`src/rtl/gnrl_bus_mux_pkg.sv`:
```
// Shared definitions for the bus mux: master count, one-hot state encoding
// and helpers for sizing the packed per-master payload slices.
package gnrl_bus_mux_pkg;

   localparam int N_MST = 3;

   // Bit positions of the one-hot state vector.
   localparam int ST_IDLE_IDX  = 0;
   localparam int ST_ISSUE_IDX = 1;
   localparam int ST_WAIT_IDX  = 2;
   localparam int ST_DONE_IDX  = 3;

   typedef enum logic [3:0] {
      ST_IDLE     = 4'b0001,
      ST_ISSUE    = 4'b0010,
      ST_WAIT_RSP = 4'b0100,
      ST_DONE     = 4'b1000
   } state_e;

   // Byte-enable width for a given data width.
   function automatic int mask_w(input int dw);
      return dw / 8;
   endfunction

   // One master's payload slice: {addr, wdata, wmask, wen}.
   function automatic int payload_w(input int aw, input int dw);
      return aw + dw + dw / 8 + 1;
   endfunction

   // True when exactly one bit of the grant vector is set.
   function automatic logic is_onehot(input logic [N_MST-1:0] v);
      return (v != '0) && ((v & (v - N_MST'(1))) == '0);
   endfunction

endpackage

```
`src/rtl/gnrl_dffr.sv`:
```
// Plain D flop with asynchronous active-low reset to a parameterised value.
module gnrl_dffr #(
   parameter int            DW      = 1,
   parameter logic [DW-1:0] RST_VAL = '0
) (
   input  logic          clk,
   input  logic          rst_n,
   input  logic [DW-1:0] d,
   output logic [DW-1:0] q
);

   // Register d every rising edge; reset forces RST_VAL immediately.
   always_ff @(posedge clk or negedge rst_n) begin
      // NOTE: non-blocking assignment so every flop samples pre-edge values.
      if (!rst_n) q <= RST_VAL;
      else        q <= d;
   end

endmodule

```
`src/rtl/gnrl_onehot_mux.sv`:
```
// AND-OR selector: picks the slice of din whose sel bit is set.
// A zero sel yields zero; callers only use the result with a one-hot sel.
module gnrl_onehot_mux #(
   parameter int N = 3,
   parameter int W = 8
) (
   input  logic [N-1:0]   sel,
   input  logic [N*W-1:0] din,
   output logic [W-1:0]   dout
);

   // OR together every slice masked by its select bit.
   always_comb begin
      dout = '0;
      for (int i = 0; i < N; i++) begin
         dout = dout | (din[i*W +: W] & {W{sel[i]}});
      end
   end

endmodule

```
`src/rtl/gnrl_bus_mux.sv`:
```
// Shared-slave bus mux sitting behind the 3-way round-robin arbiter.
// Latches the granted master's command, issues it to the slave, routes the
// response back to the owner and holds end_access high while the bus is owned.
module gnrl_bus_mux
   import gnrl_bus_mux_pkg::*;
#(
   parameter int ADDR_WIDTH = 32,
   parameter int DATA_WIDTH = 32
) (
   input  logic                              clk,
   input  logic                              rst_n,
   input  logic [N_MST-1:0]                  i_gnt_vec,
   input  logic [N_MST-1:0]                  i_m_vld,
   input  logic [N_MST*ADDR_WIDTH-1:0]       i_m_addr,
   input  logic [N_MST*DATA_WIDTH-1:0]       i_m_wdata,
   input  logic [N_MST*(DATA_WIDTH/8)-1:0]   i_m_wmask,
   input  logic [N_MST-1:0]                  i_m_wen,
   output logic [N_MST-1:0]                  o_m_cmd_acc,
   output logic [N_MST-1:0]                  o_m_rsp_vld,
   output logic [DATA_WIDTH-1:0]             o_m_rdata,
   output logic                              o_m_rsp_err,
   output logic [N_MST-1:0]                  o_end_access_vec,
   output logic                              o_s_cmd_vld,
   input  logic                              i_s_cmd_rdy,
   output logic [ADDR_WIDTH-1:0]             o_s_addr,
   output logic [DATA_WIDTH-1:0]             o_s_wdata,
   output logic [DATA_WIDTH/8-1:0]           o_s_wmask,
   output logic                              o_s_wen,
   input  logic                              i_s_rsp_vld,
   input  logic [DATA_WIDTH-1:0]             i_s_rdata,
   input  logic                              i_s_rsp_err
);

   localparam int MW = mask_w(DATA_WIDTH);
   localparam int PW = payload_w(ADDR_WIDTH, DATA_WIDTH);

   logic [3:0]            state_q,   state_d;
   logic [N_MST-1:0]      owner_q,   owner_d;
   logic [PW-1:0]         payload_q, payload_d;
   logic [N_MST-1:0]      cmd_acc_q, cmd_acc_d;
   logic [N_MST-1:0]      end_acc_q, end_acc_d;
   logic [N_MST-1:0]      rsp_vld_q, rsp_vld_d;
   logic [DATA_WIDTH-1:0] rdata_q,   rdata_d;
   logic                  err_q,     err_d;

   logic [N_MST*PW-1:0]   pl_vec;
   logic [PW-1:0]         pl_sel;
   logic                  take;

   // Regroup the per-field packed buses into one payload slice per master.
   for (genvar g = 0; g < N_MST; g++) begin : g_pack
      assign pl_vec[g*PW +: PW] = {i_m_addr[g*ADDR_WIDTH +: ADDR_WIDTH],
                                   i_m_wdata[g*DATA_WIDTH +: DATA_WIDTH],
                                   i_m_wmask[g*MW +: MW],
                                   i_m_wen[g]};
   end

   gnrl_onehot_mux #(.N(N_MST), .W(PW)) u_pl_mux (
      .sel  (i_gnt_vec),
      .din  (pl_vec),
      .dout (pl_sel)
   );

   // A grant is usable only in IDLE, when legal and backed by a valid command.
   assign take = state_q[ST_IDLE_IDX] && is_onehot(i_gnt_vec) && ((i_gnt_vec & i_m_vld) != '0);

   // Next-state and next-output logic for the four-state transaction FSM.
   always_comb begin
      // NOTE: every target gets a default first so no path infers a latch.
      state_d   = state_q;
      owner_d   = owner_q;
      payload_d = payload_q;
      rdata_d   = rdata_q;
      err_d     = err_q;
      cmd_acc_d = '0;
      end_acc_d = '0;
      rsp_vld_d = '0;
      case (1'b1)
         state_q[ST_IDLE_IDX]: begin
            if (take) begin
               state_d   = ST_ISSUE;
               owner_d   = i_gnt_vec;
               payload_d = pl_sel;
               cmd_acc_d = i_gnt_vec;
               end_acc_d = i_gnt_vec;
            end
         end
         state_q[ST_ISSUE_IDX]: begin
            end_acc_d = owner_q;
            if (i_s_cmd_rdy) state_d = ST_WAIT_RSP;
         end
         state_q[ST_WAIT_IDX]: begin
            if (i_s_rsp_vld) begin
               state_d   = ST_DONE;
               rsp_vld_d = owner_q;
               rdata_d   = i_s_rdata;
               err_d     = i_s_rsp_err;
            end else begin
               end_acc_d = owner_q;
            end
         end
         state_q[ST_DONE_IDX]: begin
            state_d = ST_IDLE;
         end
         default: begin
            state_d = ST_IDLE;
         end
      endcase
   end

   gnrl_dffr #(.DW(4), .RST_VAL(ST_IDLE)) u_state_ff (
      .clk(clk), .rst_n(rst_n), .d(state_d), .q(state_q));
   gnrl_dffr #(.DW(N_MST)) u_owner_ff (
      .clk(clk), .rst_n(rst_n), .d(owner_d), .q(owner_q));
   gnrl_dffr #(.DW(PW)) u_payload_ff (
      .clk(clk), .rst_n(rst_n), .d(payload_d), .q(payload_q));
   gnrl_dffr #(.DW(N_MST)) u_cmd_acc_ff (
      .clk(clk), .rst_n(rst_n), .d(cmd_acc_d), .q(cmd_acc_q));
   gnrl_dffr #(.DW(N_MST)) u_end_acc_ff (
      .clk(clk), .rst_n(rst_n), .d(end_acc_d), .q(end_acc_q));
   gnrl_dffr #(.DW(N_MST)) u_rsp_vld_ff (
      .clk(clk), .rst_n(rst_n), .d(rsp_vld_d), .q(rsp_vld_q));
   gnrl_dffr #(.DW(DATA_WIDTH)) u_rdata_ff (
      .clk(clk), .rst_n(rst_n), .d(rdata_d), .q(rdata_q));
   gnrl_dffr #(.DW(1)) u_err_ff (
      .clk(clk), .rst_n(rst_n), .d(err_d), .q(err_q));

   assign o_m_cmd_acc      = cmd_acc_q;
   assign o_m_rsp_vld      = rsp_vld_q;
   assign o_m_rdata        = rdata_q;
   assign o_m_rsp_err      = err_q;
   assign o_end_access_vec = end_acc_q;
   assign o_s_cmd_vld      = state_q[ST_ISSUE_IDX];
   assign {o_s_addr, o_s_wdata, o_s_wmask, o_s_wen} = payload_q;

endmodule

```
`config.mk`:
```
export PLATFORM = sky130hd
export DESIGN_NAME = gnrl_bus_mux
export DESIGN_NICKNAME = d
export VERILOG_FILES = /design/src/rtl/gnrl_bus_mux_pkg.sv /design/src/rtl/gnrl_dffr.sv /design/src/rtl/gnrl_onehot_mux.sv /design/src/rtl/gnrl_bus_mux.sv
export SDC_FILE = /design/constraint.sdc
export NUM_CORES = 1
export LEC_CHECK = 0
export CELL_PAD_IN_SITES_DETAIL_PLACEMENT = 0
export CELL_PAD_IN_SITES_GLOBAL_PLACEMENT = 1
export CORE_MARGIN = 10
export CORE_UTILIZATION = 28
export DETAILED_ROUTE_END_ITERATION = 7
export GPL_ROUTABILITY_DRIVEN = 0
export GPL_TIMING_DRIVEN = 0
export PLACE_DENSITY = 0.88
export SYNTH_ARGS = -nofsm -noshare
export SYNTH_HDL_FRONTEND = slang
export SYNTH_SLANG_ARGS = --single-unit
```
`constraint.sdc`:
```
create_clock -name clk -period 3.9 [get_ports clk]
set_clock_uncertainty 0.2 [all_clocks]
set_input_delay 0.39 -clock clk [delete_from_list [all_inputs] [get_ports clk]]
set_output_delay 0.39 -clock clk [all_outputs]
set_load 0.02 [all_outputs]
```
# --- Word-level counts from Yosys, hierarchy flattened ---
# Index checks and enable logic that the tools add are counted.
classes:
  add_sub_neg: 1
  n_eq_ne: 2
  n_mux: 16
  bitwise_logic: 9
  n_reduce_logical: 9
ops:
  columns: ["operator", "count"]
  rows:
  - ["AND 69 bit", 3]
  - ["OR 69 bit", 2]
  - ["2-to-1 mux 3 bit", 16]
  - ["AND 3 bit", 2]
  - ["nonzero test 3 bit", 2]
  - ["AND reduction 2 bit", 2]
  - ["AND reduction 4 bit", 1]
  - ["logical AND 1 bit", 3]
  - ["zero test 3 bit", 1]
  - ["inequality test 3 bit (second input constant)", 1]
  - ["subtractor 3 x 1 -> 3 bit (second input constant)", 1]
  - ["inequality test 2 bit (second input constant)", 1]
  - ["inverter 1 bit", 2]
totals:
  ff_bits: 117
  inputBits: 250

# --- Longest topological paths before layout ---
logic_depth:
  depth_word: 8
  mapped_depth: 6
  ltp_nobuf: 3

# --- Cells and area by module ---
# A second synthesis with hierarchy kept.
hier_totals:
  cells_unflattened: 434
  hier_area_um2: 5809.3
modules_own_cells:
  columns: ["mod", "n_inst", "cells_each", "area_each_um2", "seq_area_each_um2"]
  rows:
  - ["gnrl_bus_mux", 1, 154, 1757.9, 0.0]
  - ["gnrl_dffr at u_payload_ff", 1, 69, 1726.7, 1726.7]
  - ["gnrl_onehot_mux", 1, 162, 1097.3, 0.0]
  - ["gnrl_dffr at u_rdata_ff", 1, 32, 800.8, 800.8]
  - ["gnrl_dffr at u_cmd_acc_ff ...", 4, 3, 75.1, 75.1]
  - ["gnrl_dffr at u_state_ff", 1, 4, 101.3, 101.3]
  - ["gnrl_dffr at u_err_ff", 1, 1, 25.0, 25.0]

# --- Worst setup path before layout ---
# No wires, ideal clock.
synth_timing:
  path_kind: "in2reg"
  startpoint: "input i_gnt_vec[2]"
  endpoint: "register u_payload_ff.q[22]"
  arrival_ns: 1.508
  required_time_ns: 3.579
  setup_slack_ns: 2.071
  path_stages: 6
  n_path_buf: 3
  cell_sequence: "buf_2 -> and4bb_1 -> o31a_1 -> buf_6 -> buf_6 -> o22a_1"
synth_between:
  elab_chain_len: 7
  word_cells_on_any_way: 12
  cone_classes: "add/sub: 1; bitwise: 4; reduce/logical: 7"
synth_lines:
  columns: ["item", "line_no", "rtl"]
  rows:
  - ["start, declared", "gnrl_bus_mux.sv:12", "input logic [N_MST-1:0] i_gnt_vec,"]
  - ["subtractor 3 x 1 -> 3 bit", "gnrl_bus_mux_pkg.sv:32", "return (v != '0) && ((v & (v - N_MST'(1))) == '0);"]
  - ["AND 3 bit", "gnrl_bus_mux_pkg.sv:32", null]
  - ["zero test 3 bit", "gnrl_bus_mux_pkg.sv:32", null]
  - ["logical AND 1 bit", "gnrl_bus_mux_pkg.sv:32", null]
  - ["logical AND 1 bit (2 in a row)", "gnrl_bus_mux.sv:65", "assign take = state_q[ST_IDLE_IDX] && is_onehot(i_gnt_vec) && ((i_gnt_vec & i_m_vld) != '0);"]
  - ["AND reduction 2 bit (no source line)", null, null]
  - ["end signal, assigned", "gnrl_dffr.sv:15", "if (!rst_n) q <= RST_VAL;"]
  - ["end signal, assigned", "gnrl_dffr.sv:16", "else q <= d;"]
  - ["end, declared", "gnrl_dffr.sv:9", "output logic [DW-1:0] q"]
# Several ways; a longest one is shown, not always the timed one.
# A chain may end at the register's enable or synchronous reset.

# --- Final worst setup path ---
layout_timing:
  startpoint: "register u_state_ff.q[0]"
  endpoint: "register u_payload_ff.q[13]"
layout_between:
  elab_chain_len: 3
layout_lines:
  columns: ["item", "line_no"]
  rows:
  - ["start, declared", "gnrl_dffr.sv:9"]
  - ["start signal, assigned", "gnrl_dffr.sv:15"]
  - ["start signal, assigned", "gnrl_dffr.sv:16"]
  - ["logical AND 1 bit (2 in a row)", "gnrl_bus_mux.sv:65"]
  - ["AND reduction 2 bit (no source line) *", null]
# Every way passes the cells marked *; elsewhere a longest branch is shown, timed or not.

==> impl_metrics.json <==
{
  "cp.required_ps": 4000,
  "drc_errors": 0,
  "synthCells": 439,
  "setup_ws_ps": 1720,
  "avgSynthCellArea_um2": 12.2,
  "slew_viol_final": 0,
  "die_area_mm2": 0.0250,
  "finish.net_count": 1068,
  "start_util": 0.285,
  "cts_buffers": 17,
  "grt_max_degree": 66,
  "hold_ws_ps": 284,
  "io_buffers": 358,
  "placementRows": 50,
  "stdcell_area_mm2": 0.00985,
  "period_share": 0.559,
  "detail-route-antenna-nets": 0,
  "rsz0062_at_grt": "false",
  "final_hold_viol_count": 0,
  "leakagePower_nw": 3.92,
  "grt_overflow_total": 0,
  "via_per_inst": 5.14,
  "dr.pass1.iters": 6,
  "finalSetupViolations": 0,
  "fp.dieW_um": 158,
  "drv_cap": 0,
  "timing.fmax_ghz": 0.459,
  "syn_area_mm2": 0.00535,
  "clk-insertion-delay-late_ps": 410,
  "final_common_cell": "clkdlybuf4s50_1",
  "status": "complete, no violations",
  "placed_cells": 1032,
  "p_per_area_mw_per_mm2": 698,
  "period_needed_ps": 2180,
  "vias": 5472,
  "critical_path_class": "reg2reg",
  "finish.utilization": 0.525,
  "clk_pin_slew_ps": 60,
  "synth_fp_nets": 689,
  "ys_ff_latch": 117,
  "place_area_mm2": 0.00926,
  "seq_area_frac_synth": 0.547,
  "mostFrequentLayoutCells": "357 x clkdlybuf4s50_1, 116 x dfrtp_1, 71 x nand2_1, 69 x a222oi_1, 69 x o22a_1",
  "die_h_um": 158,
  "crit_path_end_kind": "register",
  "fin_total_pwr_mw": 6.87,
  "cts_tree": "yes",
  "diodes": 0,
  "grt_use_total": 0.182,
  "postRouteWirelength_mm": 23.8,
  "wl_per_cell_um": 22.3,
  "coreArea_mm2": 0.0188,
  "boundaryPins": 362,
  "min_path_type": "reg2reg",
  "drive_gt1_frac": 0.108,
  "max_slew_margin": 0.600,
  "dp_hpwl_mm": 19.3,
  "root_buffer": "clkbuf_16",
  "synth_cell_type_count": 27,
  "clock_sinks": 117,
  "first_global_vias": 5868,
  "path_max_fanout": 10,
  "yosysWarnings": 0,
  "setup_tns_ps": 0,
  "cp-start-kind": "register",
  "antenna_found_initial": 3,
  "h-tree-depth": 4,
  "drtIter0Drc": 418,
  "areaGrowthSynthToFinish_pct": 83.9,
  "tightest_slew_ps": 597,
  "clockBufferDepth": 2,
  "pre_cts_ws_ps": 1490,
  "layout.cells.non_filler": 1065,
  "grt_pass1_wl_mm": 34.4,
  "cp.arrival_ps": 2280,
  "irDropWorstVdd_v": 0.000266
}
## registers in the layout, indices dropped and copies added, names as in the netlist
signal          count
u_payload_ff.q     69
u_rdata_ff.q       32
u_cmd_acc_ff.q      3
u_end_acc_ff.q      3
u_owner_ff.q        3
u_rsp_vld_ff.q      3
u_state_ff.q        3
u_err_ff.q          1
## per-layer routing
metal / wire length, um / global-route usage / share of wire
met3: 2690 / 0.0831 / 0.11
met4: 436 / 0.0626 / 0.018
met1: 8530 / 0.187 / 0.36
met5: 22 / 0 / 0.00092
met2: 12100 / 0.320 / 0.51
## cell type report
cell class | count | area [um2]
Timing Repair Buffer | 360 | 3620
Inverter | 1 | 3.75
Fill cell | 1693 | 8920
Clock inverter | 13 | 125
Sequential cell | 117 | 2930
Buffer | 51 | 272
Clock buffer | 19 | 453
Tap cell | 234 | 293
Multi-Input combinational cell | 270 | 2150
## synth_stat cells
cell	instances	area [um2]
a21o_1	6	45.0
and2_1	6	37.5
o22a_1	69	604
o211ai_1	1	7.51
buf_6	8	90.1
dfstp_2	1	26.3
buf_1	2	7.51
nor3_2	1	10.0
nand2_1	71	267
nor3_4	1	16.3
buf_2	16	80.1
and4bb_1	1	12.5
o21ai_0	1	5.00
and4bb_2	1	12.5
clkbuf_1	25	93.8
dfrtp_1	116	2900
and4bb_4	1	16.3
o31ai_1	1	7.51
o31a_1	1	8.76
nand2b_1	1	6.26
a21oi_1	2	10.0
mux2_1	7	78.8
a222oi_1	69	691
inv_1	1	3.75
mux2_2	26	293
a31o_2	1	8.76
nor2_1	3	11.3
## timing repair
item                       in CTS  in global routing
hold buffers                    1                  0
hold endpoints to repair       51                  0
gates resized for setup         0                  0
buffers inserted                0                  0
setup endpoints to repair       0                  0
## path summary, 6_finish.rpt
path                                              startpoint                        endpoint  slack, ps  depth (start not counted)
max in group asynchronous                              rst_n  u_payload_ff.q[50]$_DFFE_PN0P_       2490                          3
worst max register to register     u_state_ff.q[0]$_DFF_PN1_  u_payload_ff.q[13]$_DFFE_PN0P_       1720                          5
worst min-delay path            u_rdata_ff.q[17]$_DFFE_PN0P_    u_rdata_ff.q[17]$_DFFE_PN0P_        280                          1
worst max-delay path               u_state_ff.q[0]$_DFF_PN1_  u_payload_ff.q[13]$_DFFE_PN0P_       1720                          5
min in group asynchronous                              rst_n    u_rdata_ff.q[24]$_DFFE_PN0P_        310                          2
worst min register to register  u_rdata_ff.q[17]$_DFFE_PN0P_    u_rdata_ff.q[17]$_DFFE_PN0P_        280                          1
## worst max-delay path: stages (launching register included)
cell and delay [ps]:
dfstp_2 510, buf_2 240, clkbuf_1 370, clkbuf_1 430, nand2_1 110, o22a_1 210
## cell families after synthesis
group,count (synthesis),synth area share
buffers and inverters,52,0.0514
muxes,33,0.0694
AOI/OAI and AO/OA,151,0.259
and+or+nand+nor,86,0.0727
DFF,117,0.547
## power by group
| group | switching (mW) | internal, mW | leakage, nW | total [mW] |
|---|---|---|---|---|
| clock | 0.586 | 0.915 | 0.268 | 1.50 |
| combinational | 1.60 | 1.70 | 2.31 | 3.29 |
| sequential | 0.292 | 1.79 | 1.34 | 2.08 |
| total | 2.47 | 4.40 | 3.92 | 6.87 |
Note: power is estimated with default switching activity, not from simulation.
